### src/rtl/channel_serial_buffer.sv
// Inter-layer buffer: circular FIFO of full input words feeding a channel-group serialiser.
// Each word is emitted as NUM_CHANNEL/OUT_CHANNEL slices, least-significant group first.
module channel_serial_buffer #(
    parameter int unsigned BIT_WIDTH    = 8,
    parameter int unsigned NUM_CHANNEL  = 4,
    parameter int unsigned OUT_CHANNEL  = 1,
    parameter int unsigned BUFFER_DEPTH = 8,
    parameter int unsigned AFULL_THRESH = 6,
    parameter bit          BYPASS_EN    = 1'b1
) (
    input  logic                                    i_clk,
    input  logic                                    i_rst,
    input  logic                                    i_flush,
    input  logic                                    i_prev_layer_valid,
    output logic                                    o_prev_layer_rdy,
    input  logic [NUM_CHANNEL*BIT_WIDTH-1:0]        i_prev_layer_data,
    input  logic                                    i_next_layer_rdy,
    output logic                                    o_next_layer_valid,
    output logic [OUT_CHANNEL*BIT_WIDTH-1:0]        o_next_layer_data,
    output logic                                    o_next_layer_last,
    output logic [$clog2(BUFFER_DEPTH+1)-1:0]       o_occupancy,
    output logic                                    o_almost_full
);

    localparam int unsigned RATIO = NUM_CHANNEL / OUT_CHANNEL;
    localparam int unsigned IN_W  = NUM_CHANNEL * BIT_WIDTH;
    localparam int unsigned OUT_W = OUT_CHANNEL * BIT_WIDTH;
    localparam int unsigned PTR_W = (BUFFER_DEPTH > 1) ? $clog2(BUFFER_DEPTH) : 1;
    localparam int unsigned CNT_W = $clog2(BUFFER_DEPTH + 1);
    localparam int unsigned SEL_W = (RATIO > 1) ? $clog2(RATIO) : 1;

    localparam logic [PTR_W-1:0] PTR_LAST  = PTR_W'(BUFFER_DEPTH - 1);
    localparam logic [CNT_W-1:0] CNT_FULL  = CNT_W'(BUFFER_DEPTH);
    localparam logic [CNT_W-1:0] CNT_AFULL = CNT_W'(AFULL_THRESH);
    localparam logic [SEL_W-1:0] SEL_LAST  = SEL_W'(RATIO - 1);

    typedef enum logic {S_EMPTY, S_SEND} state_t;

    state_t                 r_state, w_state_next;
    logic [PTR_W-1:0]       r_wr_ptr, r_rd_ptr;
    logic [CNT_W-1:0]       r_count, w_count_next;
    logic [SEL_W-1:0]       r_sel, w_sel_next;
    logic [IN_W-1:0]        r_stage;
    logic [IN_W-1:0]        r_mem [BUFFER_DEPTH];
    logic [RATIO-1:0][OUT_W-1:0] w_groups;

    logic w_fifo_empty, w_in_xfer, w_out_xfer, w_sel_last;
    logic w_stage_free, w_pop, w_bypass, w_push;

    assign w_fifo_empty       = (r_count == '0);
    assign o_prev_layer_rdy   = (r_count < CNT_FULL) && !i_flush;
    assign o_next_layer_valid = (r_state == S_SEND) && !i_flush;
    assign w_in_xfer          = i_prev_layer_valid && o_prev_layer_rdy;
    assign w_out_xfer         = o_next_layer_valid && i_next_layer_rdy;
    assign w_sel_last         = (r_sel == SEL_LAST);

    // Stage can take a new word when idle or while its final slice leaves this cycle.
    assign w_stage_free = !i_flush && ((r_state == S_EMPTY) || (w_out_xfer && w_sel_last));
    assign w_pop        = w_stage_free && !w_fifo_empty;
    assign w_bypass     = BYPASS_EN && w_stage_free && w_fifo_empty && w_in_xfer;
    assign w_push       = w_in_xfer && !w_bypass;

    assign w_groups          = r_stage;
    assign o_next_layer_data = (r_state == S_SEND) ? w_groups[r_sel] : '0;
    assign o_next_layer_last = o_next_layer_valid && w_sel_last;
    assign o_occupancy       = r_count;
    assign o_almost_full     = (r_count >= CNT_AFULL);

    always_comb begin
        w_state_next = r_state;
        w_sel_next   = r_sel;
        if (i_flush) begin
            w_state_next = S_EMPTY;
            w_sel_next   = '0;
        end else begin
            case (r_state)
                S_EMPTY: begin
                    if (w_pop || w_bypass) begin
                        w_state_next = S_SEND;
                        w_sel_next   = '0;
                    end
                end
                S_SEND: begin
                    if (w_out_xfer) begin
                        if (!w_sel_last) begin
                            w_sel_next = r_sel + 1'b1;
                        end else begin
                            w_sel_next = '0;
                            if (!(w_pop || w_bypass)) w_state_next = S_EMPTY;
                        end
                    end
                end
                default: begin
                    w_state_next = S_EMPTY;
                    w_sel_next   = '0;
                end
            endcase
        end
    end

    always_comb begin
        w_count_next = r_count;
        if (i_flush) begin
            w_count_next = '0;
        end else if (w_push && !w_pop) begin
            w_count_next = r_count + 1'b1;
        end else if (w_pop && !w_push) begin
            w_count_next = r_count - 1'b1;
        end
    end

    always_ff @(posedge i_clk or posedge i_rst) begin
        if (i_rst) begin
            r_state  <= S_EMPTY;
            r_sel    <= '0;
            r_count  <= '0;
            r_wr_ptr <= '0;
            r_rd_ptr <= '0;
        end else begin
            r_state <= w_state_next;
            r_sel   <= w_sel_next;
            r_count <= w_count_next;
            if (i_flush) begin
                r_wr_ptr <= '0;
                r_rd_ptr <= '0;
            end else begin
                if (w_push) r_wr_ptr <= (r_wr_ptr == PTR_LAST) ? '0 : r_wr_ptr + 1'b1;
                if (w_pop)  r_rd_ptr <= (r_rd_ptr == PTR_LAST) ? '0 : r_rd_ptr + 1'b1;
            end
        end
    end

    // Storage needs no reset: output data is masked while the stage is empty.
    always_ff @(posedge i_clk) begin
        if (w_push) r_mem[r_wr_ptr] <= i_prev_layer_data;
        if (w_pop) begin
            r_stage <= r_mem[r_rd_ptr];
        end else if (w_bypass) begin
            r_stage <= i_prev_layer_data;
        end
    end

endmodule

### config.mk
export PLATFORM = sky130hd
export DESIGN_NAME = channel_serial_buffer
export DESIGN_NICKNAME = d
export VERILOG_FILES = /design/src/rtl/channel_serial_buffer.sv
export SDC_FILE = /design/constraint.sdc
export NUM_CORES = 1
export LEC_CHECK = 0
export CAP_MARGIN = 40
export CORE_ASPECT_RATIO = 2
export CORE_UTILIZATION = 55
export CTS_BUF_LIST = sky130_fd_sc_hd__clkbuf_4
export CTS_CLUSTER_SIZE = 24
export DETAILED_ROUTE_END_ITERATION = 6
export PLACE_DENSITY = 0.76
export SLEW_MARGIN = 30
export SYNTH_ARGS = -nofsm -noshare
export SYNTH_HDL_FRONTEND = slang
export SYNTH_SLANG_ARGS = --single-unit
### constraint.sdc
create_clock -name i_clk -period 4.3 [get_ports i_clk]
set_input_delay 0.86 -clock i_clk [delete_from_list [all_inputs] [get_ports i_clk]]
set_output_delay 0.86 -clock i_clk [all_outputs]
set_load 0.02 [all_outputs]
# Word-level counts from Yosys, hierarchy flattened

Memories as Yosys holds them, arrays and structs flattened.
Index checks and enable logic that the tools add are counted.

Register bits after elaboration: 45
Latch bits: 0
Bits in writable memories: 256
ROM bits: 0
Input bits: 37
Output and inout port bits: 16
Memories kept: 1

Memories:

| name  | words | width | read ports | clocked after Yosys merged registers in | wr ports | line | source |
|---|---|---|---|---|---|---|---|
| r_mem | 8     | 32    | 1          | 0                                       | 1        | 44   | `logic [IN_W-1:0] r_mem [BUFFER_DEPTH];` |

Add/sub/neg operators: 5
$mul: 0
Divide/modulo/power cells: 0
Order comparisons: 3
Equal/unequal tests: 5
Shift-type cells: 0
Multiplexer cells: 26
Bitwise logic cells: 1
Reductions and logical operators: 26

Operators with widths:

| kind                                                              | number |
|---|---|
| two-way mux 32 bit                                                | 2 |
| two-way mux 3 bit                                                 | 6 |
| binary-select mux 8 bit (select 2 bit)                            | 1 |
| two-way mux 8 bit                                                 | 2 |
| logical AND 1 bit                                                 | 13 |
| two-way mux 4 bit                                                 | 3 |
| two-way mux 2 bit                                                 | 4 |
| adder 3 x 1 -> 3 bit, second input constant                       | 2 |
| == test 3 bit, second input constant                              | 2 |
| two-way mux 1 bit                                                 | 6 |
| != test 3 x 2 -> 1 bit, second input constant                     | 2 |
| nonzero test 2 bit                                                | 3 |
| logical NOT 1 bit                                                 | 5 |
| adder 4 x 1 -> 4 bit, second input constant                       | 1 |
| greater-or-equal comparator 4 x 3 -> 1 bit, second input constant | 1 |
| logical NOT 4 bit                                                 | 1 |
| < comparator 4 bit, second input constant                         | 1 |
| one-hot mux 2 bit (2 select lines)                                | 1 |
| subtractor 4 x 1 -> 4 bit, second input constant                  | 1 |
| < comparator 2 x 3 -> 1 bit, second input constant                | 1 |
| nonzero test 3 bit                                                | 1 |
| adder 2 x 1 -> 2 bit, second input constant                       | 1 |
| == test 2 bit, second input constant                              | 1 |
| logical OR 1 bit                                                  | 2 |
| 3 further kinds                                                   | 3 |

# Logic depth before layout (Yosys ltp)

Depth after elaboration: 15
Gate-level depth with buffers: 9
Mapped depth without buffers: 9

# Worst setup path before layout

No wires, ideal clock.

Path kind: input -> register
Start: in i_prev_layer_valid
End: mem r_mem[0][0] (netlist name) (enable)
Arrival: 4.434 ns
Path slack: -0.635 ns
Cell stages on the path: 3
Path buffers: 0
Cells stage by stage: nor3b_4 > o21ai_4 > nor4_1

Cells in the longest elaborated chain, start to end: 6

RTL lines:

| what                                      | line | source |
|---|---|---|
| start: declaration                        | 14   | `input logic i_prev_layer_valid,` |
| logical AND 1 bit *                       | 53   | `assign w_in_xfer = i_prev_layer_valid && o_prev_layer_rdy;` |
| logical AND 1 bit                         | 60   | `assign w_bypass = BYPASS_EN && w_stage_free && w_fifo_empty && w_in_xfer;` |
| logical NOT 1 bit                         | 61   | `assign w_push = w_in_xfer && !w_bypass;` |
| logical AND 1 bit *                       | 61   |  |
| two-way mux 1 bit *                       | 135  | `if (w_push) r_mem[r_wr_ptr] <= i_prev_layer_data;` |
| two-way mux 1 bit (implied by the code) * | 135  |  |
| end: declaration                          | 44   |  |

Mark *: on every way between the ends. The rest lies on a longest branch, timed or not.

# Worst setup path after layout

Start: reg r_sel[0]
End: out o_next_layer_data[4]

Cells in the longest elaborated chain, start to end: 3

RTL lines:

| what                                    | line | source |
|---|---|---|
| start: declaration                      | 42   | `logic [SEL_W-1:0] r_sel, w_sel_next;` |
| start signal: assignment                | 121  | `r_sel <= w_sel_next;` |
| binary-select mux 8 bit (select 2 bit)  | 64   | `assign o_next_layer_data = (r_state == S_SEND) ? w_groups[r_sel] : '0;` |
| two-way mux 8 bit (implied by the code) | 64   |  |
| two-way mux 8 bit                       | 64   |  |
| end: declaration                        | 19   | `output logic [OUT_CHANNEL*BIT_WIDTH-1:0] o_next_layer_data,` |

No other way between the ends. The select of a mux whose other input is x is not followed.

==> results_dict.tcl <==
set metrics [dict create \
    least_setup_slack_across_all_paths_after_layout_ns 0.655 \
    final_layout_size_suffix_gt1_share_pct 28.4 \
    synth_top_cells_by_area "edfxtp_1 (72%), mux4_2 (14%), mux2i_1 (2.8%)" \
    syn_to_final_growth_pct 14.7 \
    grt_util_met1_pct 26.0 \
    fillerInstances 1487 \
    critical_path.endpoint_type "output port" \
    synth_top_cell_area_share_pct 72.1 \
    first_iter_violations 484 \
    worst_ir_drop_vdd_v 0.000523 \
    synth_largest_area_cell "edfxtp_1" \
    required_time_at_the_endpoint_of_the_critical_path_ns 3.44 \
    synth-seq-area-share_pct 74.8 \
    timing.critical_path.to "o_next_layer_data[4]" \
    synthDistinctLibCells 42 \
    syn_area_um2 12000 \
    floorplan.initialDensity_pct 55.8 \
    tritoncts "yes" \
    final_antenna_net_count 0 \
    clock.fmax_mhz 274 \
    holdWs_ns 0.511 \
    globalRoute.totalOverflow 0 \
    maxCapViolCount 0 \
    grt_pass1_wl_um 36900 \
    postSynthAreaPerCell_um2 20.2 \
    detail_route.wl_per_cell_um 23.5 \
    global_route_track_usage_on_met3_pct 4.41 \
    placeableCoreArea_um2 21500 \
    number_of_core_rows 76 \
    r2r-start "r_sel[0]" \
    clock_insertion_delay_worst_skew_ns 0.68 \
    worst_r2r_path_cells 9 \
    crit_path_launch "r_sel[0]" \
    io-pin-count 53 \
    first_global_vias 6688 \
    relSlewSlack_pct 47.2 \
    detailroute.via_count 6070 \
    numClockSinks 301 \
    cts_buffers 66 \
    antenna_found_initial 1 \
    post-route-period-util_pct 84.8 \
    regToRegSetupSlack_ns 1.20 \
    ys_ff_latch 301 \
    vias_per_cell 5.99 \
    critical_path_source_type "flop" \
    root_buffer "clkbuf_4" \
    cp_data_arrival_time_ns 2.79 \
    fin_nets 741 \
    post_cts_resize_count 0 \
    dpl-instance-area_um2 12900 \
    detail_route.drc_violations 1 \
    hpwlAfterDp_um 13800 \
    fin_skew_ns 0.0335 \
    violated_checks "design-rule violations" \
    cts.reportedPaths.clkPinSlew_ns 0.08 \
    yosys_warnings 0 \
    timing_max_transition_violations_final 0 \
    timing.final.hold_violations 0 \
    synth_net_count 638 \
    layout.cell_area.non_filler_um2 13800 \
    synth_most_common_cell "edfxtp_1" \
    synthCells 595 \
    fin_crit_ns 3.65 \
    synth-async-reset-ratio_pct 4.32 \
    pre_cts_ws_ns 0.730 \
    leakage_nw 4.37 \
    use_met2_pct 40.0 \
    number_of_iterations_in_the_first_detailed_routing_pass 7 \
    fp.dieArea_um2 22400 \
    critical_path.max_fanout 11 \
    final_core_util_pct 64.0 \
    p_per_area_nw_per_um2 551 \
    gpl.final_weighted_congestion 0.876 \
    synthFlopType "edfxtp_1" \
    outcome "complete, but fails checks" \
    largest_net_degree_at_the_start_of_global_routing 67 \
    floorplan.die.width_um 106 \
    clockBufferDepth 3 \
    most_crowded_layer_gr "met2" \
    global_route.usage.total_pct 22.7 \
    route.final.wire_length_um 23800 \
    grt_setup_unrepaired "false" \
    finalSetupTns_ns 0 \
    postCtsHoldBufs 0 \
    post-cts-setup-buffers 0 \
    cts.htree.levels 3 \
    destination_of_the_worst_register_to_register_timing_path "o_occupancy[2]" \
    dpl.cell_count 903 \
    die_h_um 211 \
    min-delay-path-class "input port to asynchronous set/reset pin" \
    max_slew.worst_pin.slew_ns 0.788 \
    io_buffers 52 \
    finalPower_mw 7.58 \
    synth-edff-count 288 \
    post_layout_nonfiller_instances 1013 \
    setup_viol_count_final 0 \
    critPathKind "flop to output port" \
    netlist_top_cells_count "edfxtp_1 (288), mux4_2 (72), nor2_1 (45)" \
]
cells in the final DEF, fill, tap and decap left out, types with 3 or more instances in the layout:
cell             count
a21oi_1             38
and2_1               9
buf_12               5
buf_4               11
clkbuf_4            99
clkdlybuf4s50_1     52
clkinv_1             8
dfrtp_1             10
edfxtp_1           288
ha_1                 6
inv_1                3
mux2i_1             34
mux4_2              72
nand2_1              5
nand2b_1             4
nor2_1              42
nor2_4               3
nor3_2               6
o21ai_1              3
xnor2_1              4
metal layers:
layer,vias up,share of wire (%)
met2,217,56
li1,2664,-
met4,0,3.5
met1,3123,36
met5,-,0
met3,66,4.5
report_power, final:
part           leakage, nW  internal (mW)  switching (mW)
sequential            2.77           3.46           0.264
combinational         1.11          0.908           0.847
clock                0.486           1.10            1.00
logic make-up (layout without fill, tap and decap cells):
| family | count (synthesis) | count (layout) | share of synthesized area, % |
|---|---|---|---|
| buffers and inverters | 36 | 180 | 1.50 |
| other | 0 | 1 | 0 |
| XOR/XNOR | 6 | 6 | 0.438 |
| adder cells (fa/ha/maj) | 6 | 6 | 0.626 |
| flip-flops | 301 | 301 | 74.8 |
| multiplexers | 107 | 107 | 16.4 |
| AND/OR/NAND/NOR | 84 | 84 | 3.44 |
| AO/OA/AOI/OAI | 55 | 55 | 2.74 |
sequential cells by signal, summed over array words and instances, names as in the netlist:
signal       count
r_sel            2
r_mem          256
r_wr_ptr         3
o_occupancy      4
r_state          1
r_stage         32
r_rd_ptr         3
how the worst min path moves through the flow:
stage | cells after the start | to | slack, ns | startpoint
after floorplan | 3 | r_rd_ptr[1] | 0.58 | r_rd_ptr[1]
after global placement | 2 | o_occupancy[2] | 0.63 | o_occupancy[2]
after detailed placement | 2 | o_occupancy[2] | 0.65 | o_occupancy[2]
after CTS | 2 | r_sel[0] | 0.47 | i_rst
after global routing | 2 | o_occupancy[0] | 0.54 | i_rst
final | 2 | o_occupancy[0] | 0.51 | i_rst
layout make-up:
cell class / instances / area (um^2) / area share (%)
Tap cell: 273 / 342 / 2.48
Clock inverter: 10 / 65.1 / 0.473
Timing Repair Buffer: 68 / 703 / 5.11
Inverter: 3 / 11.3 / 0.0819
Sequential cell: 301 / 8980 / 65.3
Clock buffer: 99 / 743 / 5.40
Antenna cell: 1 / 2.50 / 0.0182
Multi-Input combinational cell: 258 / 2910 / 21.2
critical path, cell delays in order, from the launching register on:
cell	delay, ns
dfrtp_1	0.79
mux4_2	0.61
and2_1	0.18
clkdlybuf4s50_1	0.53
No activity file was read; power rests on OpenSTA's default activity.
